## src/rtl/pet_needs_fsm.sv

```systemverilog
// Virtual pet with NUM_NEEDS saturating need levels that decay on a programmable
// tick. Three button pulses browse, feed, play and sleep; a low level sum kills the pet.
module pet_needs_fsm #(
  parameter int NUM_NEEDS     = 5,
  parameter int LEVEL_W       = 3,
  parameter int TIMER_W       = 32,
  parameter int BASE_INTERVAL = 50000000,
  parameter int FOOD_IDX      = 1,
  parameter int SLEEP_IDX     = 2,
  parameter int PLAY_IDX      = 3,
  parameter int HEALTH_IDX    = 4,
  parameter int DEATH_SUM     = 5,
  parameter int SLEEP_TICKS   = 4
) (
  input  logic                            clk,
  input  logic                            reset,
  input  logic                            btn_next,
  input  logic                            btn_act,
  input  logic                            btn_prev,
  input  logic                            test,
  input  logic [1:0]                      color,
  input  logic [1:0]                      time_control,
  input  logic                            luz,
  output logic [1:0]                      state_code,
  output logic [$clog2(NUM_NEEDS)-1:0]    sel,
  output logic [LEVEL_W-1:0]              level_out,
  output logic [NUM_NEEDS*LEVEL_W-1:0]    levels_flat,
  output logic                            tick
);

  localparam int SEL_W  = $clog2(NUM_NEEDS);
  localparam int SUM_W  = LEVEL_W + SEL_W + 1;
  localparam int SCNT_W = $clog2(SLEEP_TICKS + 1);
  localparam logic [LEVEL_W-1:0] LMAX = '1;

  typedef enum logic [1:0] {
    S_IDLE   = 2'd0,
    S_SELECT = 2'd1,
    S_SLEEP  = 2'd2,
    S_DEAD   = 2'd3
  } state_t;

  state_t               state_q, state_d;
  logic [SEL_W-1:0]     sel_q, sel_d;
  logic [TIMER_W-1:0]   timer_q, timer_d;
  logic                 tick_q, tick_d;
  logic [SCNT_W-1:0]    sleep_cnt_q, sleep_cnt_d;
  logic [1:0]           color_exp_q, color_exp_d;
  logic [LEVEL_W-1:0]   level_q [NUM_NEEDS];
  logic [LEVEL_W-1:0]   level_d [NUM_NEEDS];

  logic [LEVEL_W-1:0]   level_dec [NUM_NEEDS];
  logic [LEVEL_W-1:0]   level_upd [NUM_NEEDS];
  logic [NUM_NEEDS-1:0] inc_vec, dec_vec, max_vec, sel_onehot;
  logic                 decay_en, upd_en, force_max;

  logic [TIMER_W-1:0]   interval, limit;
  logic                 counting, tick_now, any_btn, starving;
  logic [SUM_W-1:0]     level_sum;
  logic [SCNT_W-1:0]    sleep_cnt_inc;

  // A zero interval (shifted past the base) ticks every cycle rather than underflowing.
  assign interval      = TIMER_W'(BASE_INTERVAL) >> {time_control, 1'b0};
  assign limit         = (interval == '0) ? '0 : interval - 1'b1;
  assign counting      = (state_q == S_SELECT) || (state_q == S_SLEEP);
  assign tick_now      = counting && (timer_q >= limit);
  assign any_btn       = btn_next | btn_act | btn_prev;
  assign sleep_cnt_inc = sleep_cnt_q + 1'b1;

  always_comb begin
    level_sum = '0;
    for (int k = 0; k < NUM_NEEDS; k++) begin
      level_sum = level_sum + SUM_W'(level_q[k]);
    end
  end
  assign starving = (level_sum < SUM_W'(DEATH_SUM));

  // Per channel: decay first, then the action delta, each step saturating.
  generate
    for (genvar gi = 0; gi < NUM_NEEDS; gi++) begin : g_need
      assign sel_onehot[gi] = (sel_q == SEL_W'(gi));
      assign level_dec[gi]  = (decay_en && level_q[gi] != '0) ? level_q[gi] - 1'b1 : level_q[gi];
      assign level_upd[gi]  = max_vec[gi] ? LMAX :
                              (inc_vec[gi] && !dec_vec[gi] && level_dec[gi] != LMAX) ? level_dec[gi] + 1'b1 :
                              (dec_vec[gi] && !inc_vec[gi] && level_dec[gi] != '0)   ? level_dec[gi] - 1'b1 :
                              level_dec[gi];
      assign levels_flat[gi*LEVEL_W +: LEVEL_W] = level_q[gi];
    end
  endgenerate

  always_comb begin
    state_d     = state_q;
    sel_d       = sel_q;
    timer_d     = '0;
    tick_d      = 1'b0;
    sleep_cnt_d = sleep_cnt_q;
    color_exp_d = color_exp_q;
    inc_vec     = '0;
    dec_vec     = '0;
    max_vec     = '0;
    decay_en    = 1'b0;
    upd_en      = 1'b0;
    force_max   = 1'b0;

    if (counting) begin
      timer_d = tick_now ? '0 : timer_q + 1'b1;
      tick_d  = tick_now;
    end

    case (state_q)
      S_IDLE: begin
        force_max = 1'b1;
        if (any_btn) begin
          state_d = S_SELECT;
          sel_d   = '0;
        end
      end

      S_SELECT: begin
        if (!test && starving) begin
          state_d = S_DEAD;
          timer_d = '0;
          tick_d  = 1'b0;
        end else begin
          decay_en = tick_now;
          upd_en   = 1'b1;
          if (btn_next && !btn_prev) begin
            sel_d = (sel_q == SEL_W'(NUM_NEEDS - 1)) ? '0 : sel_q + 1'b1;
          end else if (btn_prev && !btn_next) begin
            sel_d = (sel_q == '0) ? SEL_W'(NUM_NEEDS - 1) : sel_q - 1'b1;
          end
          if (btn_act) begin
            if (test) begin
              inc_vec = sel_onehot;
            end else if (sel_q == SEL_W'(SLEEP_IDX) && luz) begin
              state_d     = S_SLEEP;
              sleep_cnt_d = '0;
            end else if (sel_q == SEL_W'(FOOD_IDX)) begin
              if (color == color_exp_q) begin
                inc_vec[FOOD_IDX] = 1'b1;
              end else begin
                dec_vec[FOOD_IDX]   = 1'b1;
                dec_vec[HEALTH_IDX] = 1'b1;
              end
              color_exp_d = color_exp_q + 2'd1;
            end else if (sel_q == SEL_W'(PLAY_IDX)) begin
              inc_vec[PLAY_IDX]  = 1'b1;
              dec_vec[FOOD_IDX]  = 1'b1;
              dec_vec[SLEEP_IDX] = 1'b1;
            end else begin
              inc_vec = sel_onehot;
            end
          end
        end
      end

      S_SLEEP: begin
        upd_en = 1'b1;
        if (tick_now) begin
          if (sleep_cnt_inc == SCNT_W'(SLEEP_TICKS)) begin
            max_vec[SLEEP_IDX]  = 1'b1;
            inc_vec[HEALTH_IDX] = 1'b1;
            state_d             = S_SELECT;
            sleep_cnt_d         = '0;
          end else begin
            sleep_cnt_d = sleep_cnt_inc;
          end
        end else if (btn_next || btn_prev) begin
          state_d = S_SELECT;
        end
      end

      default: begin
      end
    endcase
  end

  always_comb begin
    for (int k = 0; k < NUM_NEEDS; k++) begin
      level_d[k] = level_q[k];
      if (force_max) begin
        level_d[k] = LMAX;
      end else if (upd_en) begin
        level_d[k] = level_upd[k];
      end
    end
  end

  always_ff @(posedge clk or posedge reset) begin
    if (reset) begin
      state_q     <= S_IDLE;
      sel_q       <= '0;
      timer_q     <= '0;
      tick_q      <= 1'b0;
      sleep_cnt_q <= '0;
      color_exp_q <= 2'd0;
      for (int k = 0; k < NUM_NEEDS; k++) begin
        level_q[k] <= LMAX;
      end
    end else begin
      state_q     <= state_d;
      sel_q       <= sel_d;
      timer_q     <= timer_d;
      tick_q      <= tick_d;
      sleep_cnt_q <= sleep_cnt_d;
      color_exp_q <= color_exp_d;
      for (int k = 0; k < NUM_NEEDS; k++) begin
        level_q[k] <= level_d[k];
      end
    end
  end

  assign state_code = state_q;
  assign sel        = sel_q;
  assign level_out  = level_q[sel_q];
  assign tick       = tick_q;

endmodule

```

## config.mk

```make
export PLATFORM = sky130hd
export DESIGN_NAME = pet_needs_fsm
export DESIGN_NICKNAME = d
export VERILOG_FILES = /design/src/rtl/pet_needs_fsm.sv
export SDC_FILE = /design/constraint.sdc
export NUM_CORES = 1
export LEC_CHECK = 0
export ABC_AREA = 0
export CELL_PAD_IN_SITES_DETAIL_PLACEMENT = 1
export CELL_PAD_IN_SITES_GLOBAL_PLACEMENT = 2
export CORE_MARGIN = 4
export CORE_UTILIZATION = 38
export CTS_CLUSTER_DIAMETER = 80
export DETAILED_ROUTE_END_ITERATION = 10
export PLACE_DENSITY = 0.88
export RECOVER_POWER = 25
export SLEW_MARGIN = 20
export SYNTH_ARGS = -nofsm -noshare
export SYNTH_HDL_FRONTEND = slang
export SYNTH_SLANG_ARGS = --single-unit
```

## constraint.sdc

```tcl
create_clock -name clk -period 6.6 [get_ports clk]
set_input_delay 0.66 -clock clk [delete_from_list [all_inputs] [get_ports clk]]
set_output_delay 0.66 -clock clk [all_outputs]
set_load 0.005 [all_outputs]
```

==> flow_summary.toml <==
[status]
outcome = "finished with violations"
failed_checks = "capacitance limit, slew limit"

[clocking]
cts_repair_resize_count = 0
clk_pin_slew_ns = 0.06
cts_sinks = 58
post_cts_buffers = 0
clk_path_buf_depth = 2
cts_tree = "yes"
cts_max_level = 3
cts-root-buf = "clkbuf_16"
clk_latency_ns = 0.35
cts-buffers-inserted = 9
ctsHoldBuffers = 0

[grt]
gr-total-overflow = 0
grtUsageTotal_pct = 19.3
grt_pass1_wl_um = 24400
grt_pass1_vias = 4784
antenna_found_initial = 0
grt_start_max_net_pins = 59

[sta]
fin_crit_ns = 6.22
worst_slack_ns = 0.382
max-slew-margin-rel_pct = -126
setup_viol = 0
slew_violations = 59
fin_setup_tns_ns = 0
rsz0062_at_grt = "false"
tightest_slew_ns = 3.39
finalCritPeriodShare_pct = 94.2
finalHoldViolCount = 0
timing.fmax_mhz = 161
skew_ns = 0.0124

[route]
wire_per_inst_um = 17.8
drt_pass1_iterations = 4
postRouteAntennaNets = 0
drcViolationCount = 0
via_count = 4349
drt_iter0_markers = 147
wirelength_um = 14300
drt-vias-per-instance = 5.42

[min_path]
hold_path_end = "color_exp_q[1]"
hold_path_depth = 1
hold_start = "color_exp_q[1]"
holdCritPathClass = "flip-flop to flip-flop"

[layout]
drive_above_1_share_pct = 8.45
area_growth_pct = 16.2
finish.utilization_pct = 45.1
fill_cells = 1587
final_cells = 803
diodes = 0
fin_nets = 718

[logic_synthesis]
ys_top_cells_by_count = "77 x ha_1, 73 x nor2_1, 54 x inv_1, 43 x dfrtp_1, 41 x nand2_1"
syn_avg_cell_area_um2 = 8.94
synth.most_common_cell = "ha_1"
synth_area_leaders = "dfrtp_1 21%, ha_1 19%, dfstp_2 7.6%"
async_flop_share_pct = 100
synth_ff_type = "dfrtp_1"
synth-seq-cells = 58
netlist_instances = 577
yosysTopAreaCellShare_pct = 20.9
ys_types = 68
yosysWarningCount = 0
synth_area_leader_cell = "dfrtp_1"
synth_edf_count = 0
ys_seq_area_share_pct = 28.5
syn_area_um2 = 5160

[floorplanning]
dieArea_um2 = 15500
io-pin-count = 35
die_w_um = 125
std_cell_rows = 42
start_util_pct = 38.8
core_region_area_um2 = 13300
die_y_um = 125

[worst_setup_path]
cpPeakStageDelay_ns = 0.65
critPathMostFrequentCell = "fa_1"
cp.required_ns = 6.87
cp-start-kind = "flip-flop"
cpMaxStageDelayCell = "or4_1"
reg2regPathDepth = 21
critPathArrivalTime_ns = 6.48
r2r-end = "levels_flat[7]"
criticalPathCategory = "flip-flop to flip-flop"
path_cells = "inv_1, fa_1, fa_1, inv_1, fa_1, ha_1, inv_1, fa_1, a211oi_1, mux2i_1, o31a_2, o21ai_4, a21o_1, o21ai_0, ha_1, or4_1, nand2_1, nor2_1, a211oi_1, a31oi_1, o32a_1"
r2r-start = "levels_flat[7]"
cp-end-kind = "flip-flop"
cp_max_fo = 9
r2r_slack_ns = 0.38

[pwr]
p_per_area_nw_per_um2 = 276
ir_drop_mv = 0.183
leakage_nw = 2.81

[placement]
place_congestion = 0.845
dp_hpwl_um = 10900
place.port_buffers = 34
pre_cts_slack_ns = 0.635
place_inst = 787

[run]
maxCapViolCount = 1
-- per-layer routing --
layer  vias up  share of wire (%)  track usage [%]
li1       2100                  -                -
met1      2172                 46             24.7
met2        57                 49             32.8
met3        20                3.0             2.87
met4         0                1.9             7.54
met5         -                  0                0
-- state kept, by name (all words and copies together), names as in the netlist --
signal / cells
timer_q: 32
levels_flat: 15
sel: 3
sleep_cnt_q: 3
color_exp_q: 2
state_code: 2
tick: 1
-- cell families (layout without fill, tap and decap cells) --
family                     count (synthesis)  after routing  share of synthesized area (%)
and+or+nand+nor                          201            201                           18.6
AOI/OAI and AO/OA                        106            106                           14.5
adders and majority gates                 85             85                           21.8
buffers and inverters                     65            109                           4.90
DFF                                       58             58                           28.5
xor gates and xnor gates                  43             43                           7.44
muxes                                     17             17                           4.17
other                                      2              8                          0.146
-- worst max-delay path: cells and delay by family (launching register included) --
kind                     cells  cell delay [ns]
AND/OR/NAND/NOR              3             0.90
AO/OA/AOI/OAI                8             1.88
adder cells (fa/ha/maj)      6             2.32
flip-flops                   1             0.59
buffers and inverters        3             0.26
multiplexers                 1             0.18
-- power by group --
part | total [mW] | internal (mW) | switching, mW
Sequential | 0.471 | 0.406 | 0.0647
Combinational | 0.747 | 0.287 | 0.460
Clock | 0.440 | 0.262 | 0.178
Total | 1.66 | 0.955 | 0.703
-- layout make-up --
class	count	area (um^2)	area share [%]
repair buffers	38	367	6.11
multi-input cells	460	3460	57.7
inverters	55	206	3.44
clock inverters	5	30.0	0.501
well taps	176	220	3.67
clock buffers	11	243	4.05
flip-flops and latches	58	1470	24.5
-- worst max-delay path by stage --
| stage | endpoint | startpoint |
|---|---|---|
| after detailed placement | levels_flat[7] | levels_flat[7] |
| after CTS | levels_flat[7] | levels_flat[7] |
| final | levels_flat[7] | levels_flat[7] |
| after floorplan | levels_flat[7] | levels_flat[1] |
| after global placement | levels_flat[3] | levels_flat[7] |
| after global routing | levels_flat[7] | levels_flat[7] |
-- per-stage QoR --
step	cell area (um^2)	hold WS (ns)	power, mW
after floorplan	5180	0.464	0.927
after global placement	5730	0.480	1.18
after detailed placement	5730	0.500	1.22
after CTS	6000	0.508	1.68
after global routing	6000	0.516	1.78
final	6000	0.511	1.66
-- cells in the final DEF, fill, tap and decap left out, types with 6 or more instances in the layout --
cell type        instances
a21oi_1                 24
clkbuf_16                9
nand4_1                 10
o21ai_0                 25
nor2_1                  73
nand3_1                 31
xor2_1                  23
conb_1                   8
xnor2_1                 19
nor3_1                  10
inv_1                   53
fa_1                     8
dfrtp_1                 43
mux2i_1                 11
clkdlybuf4s50_1         33
nand2_1                 41
nand2b_1                 6
ha_1                    77
dfstp_2                 15
(Power assumes the default switching activity.)
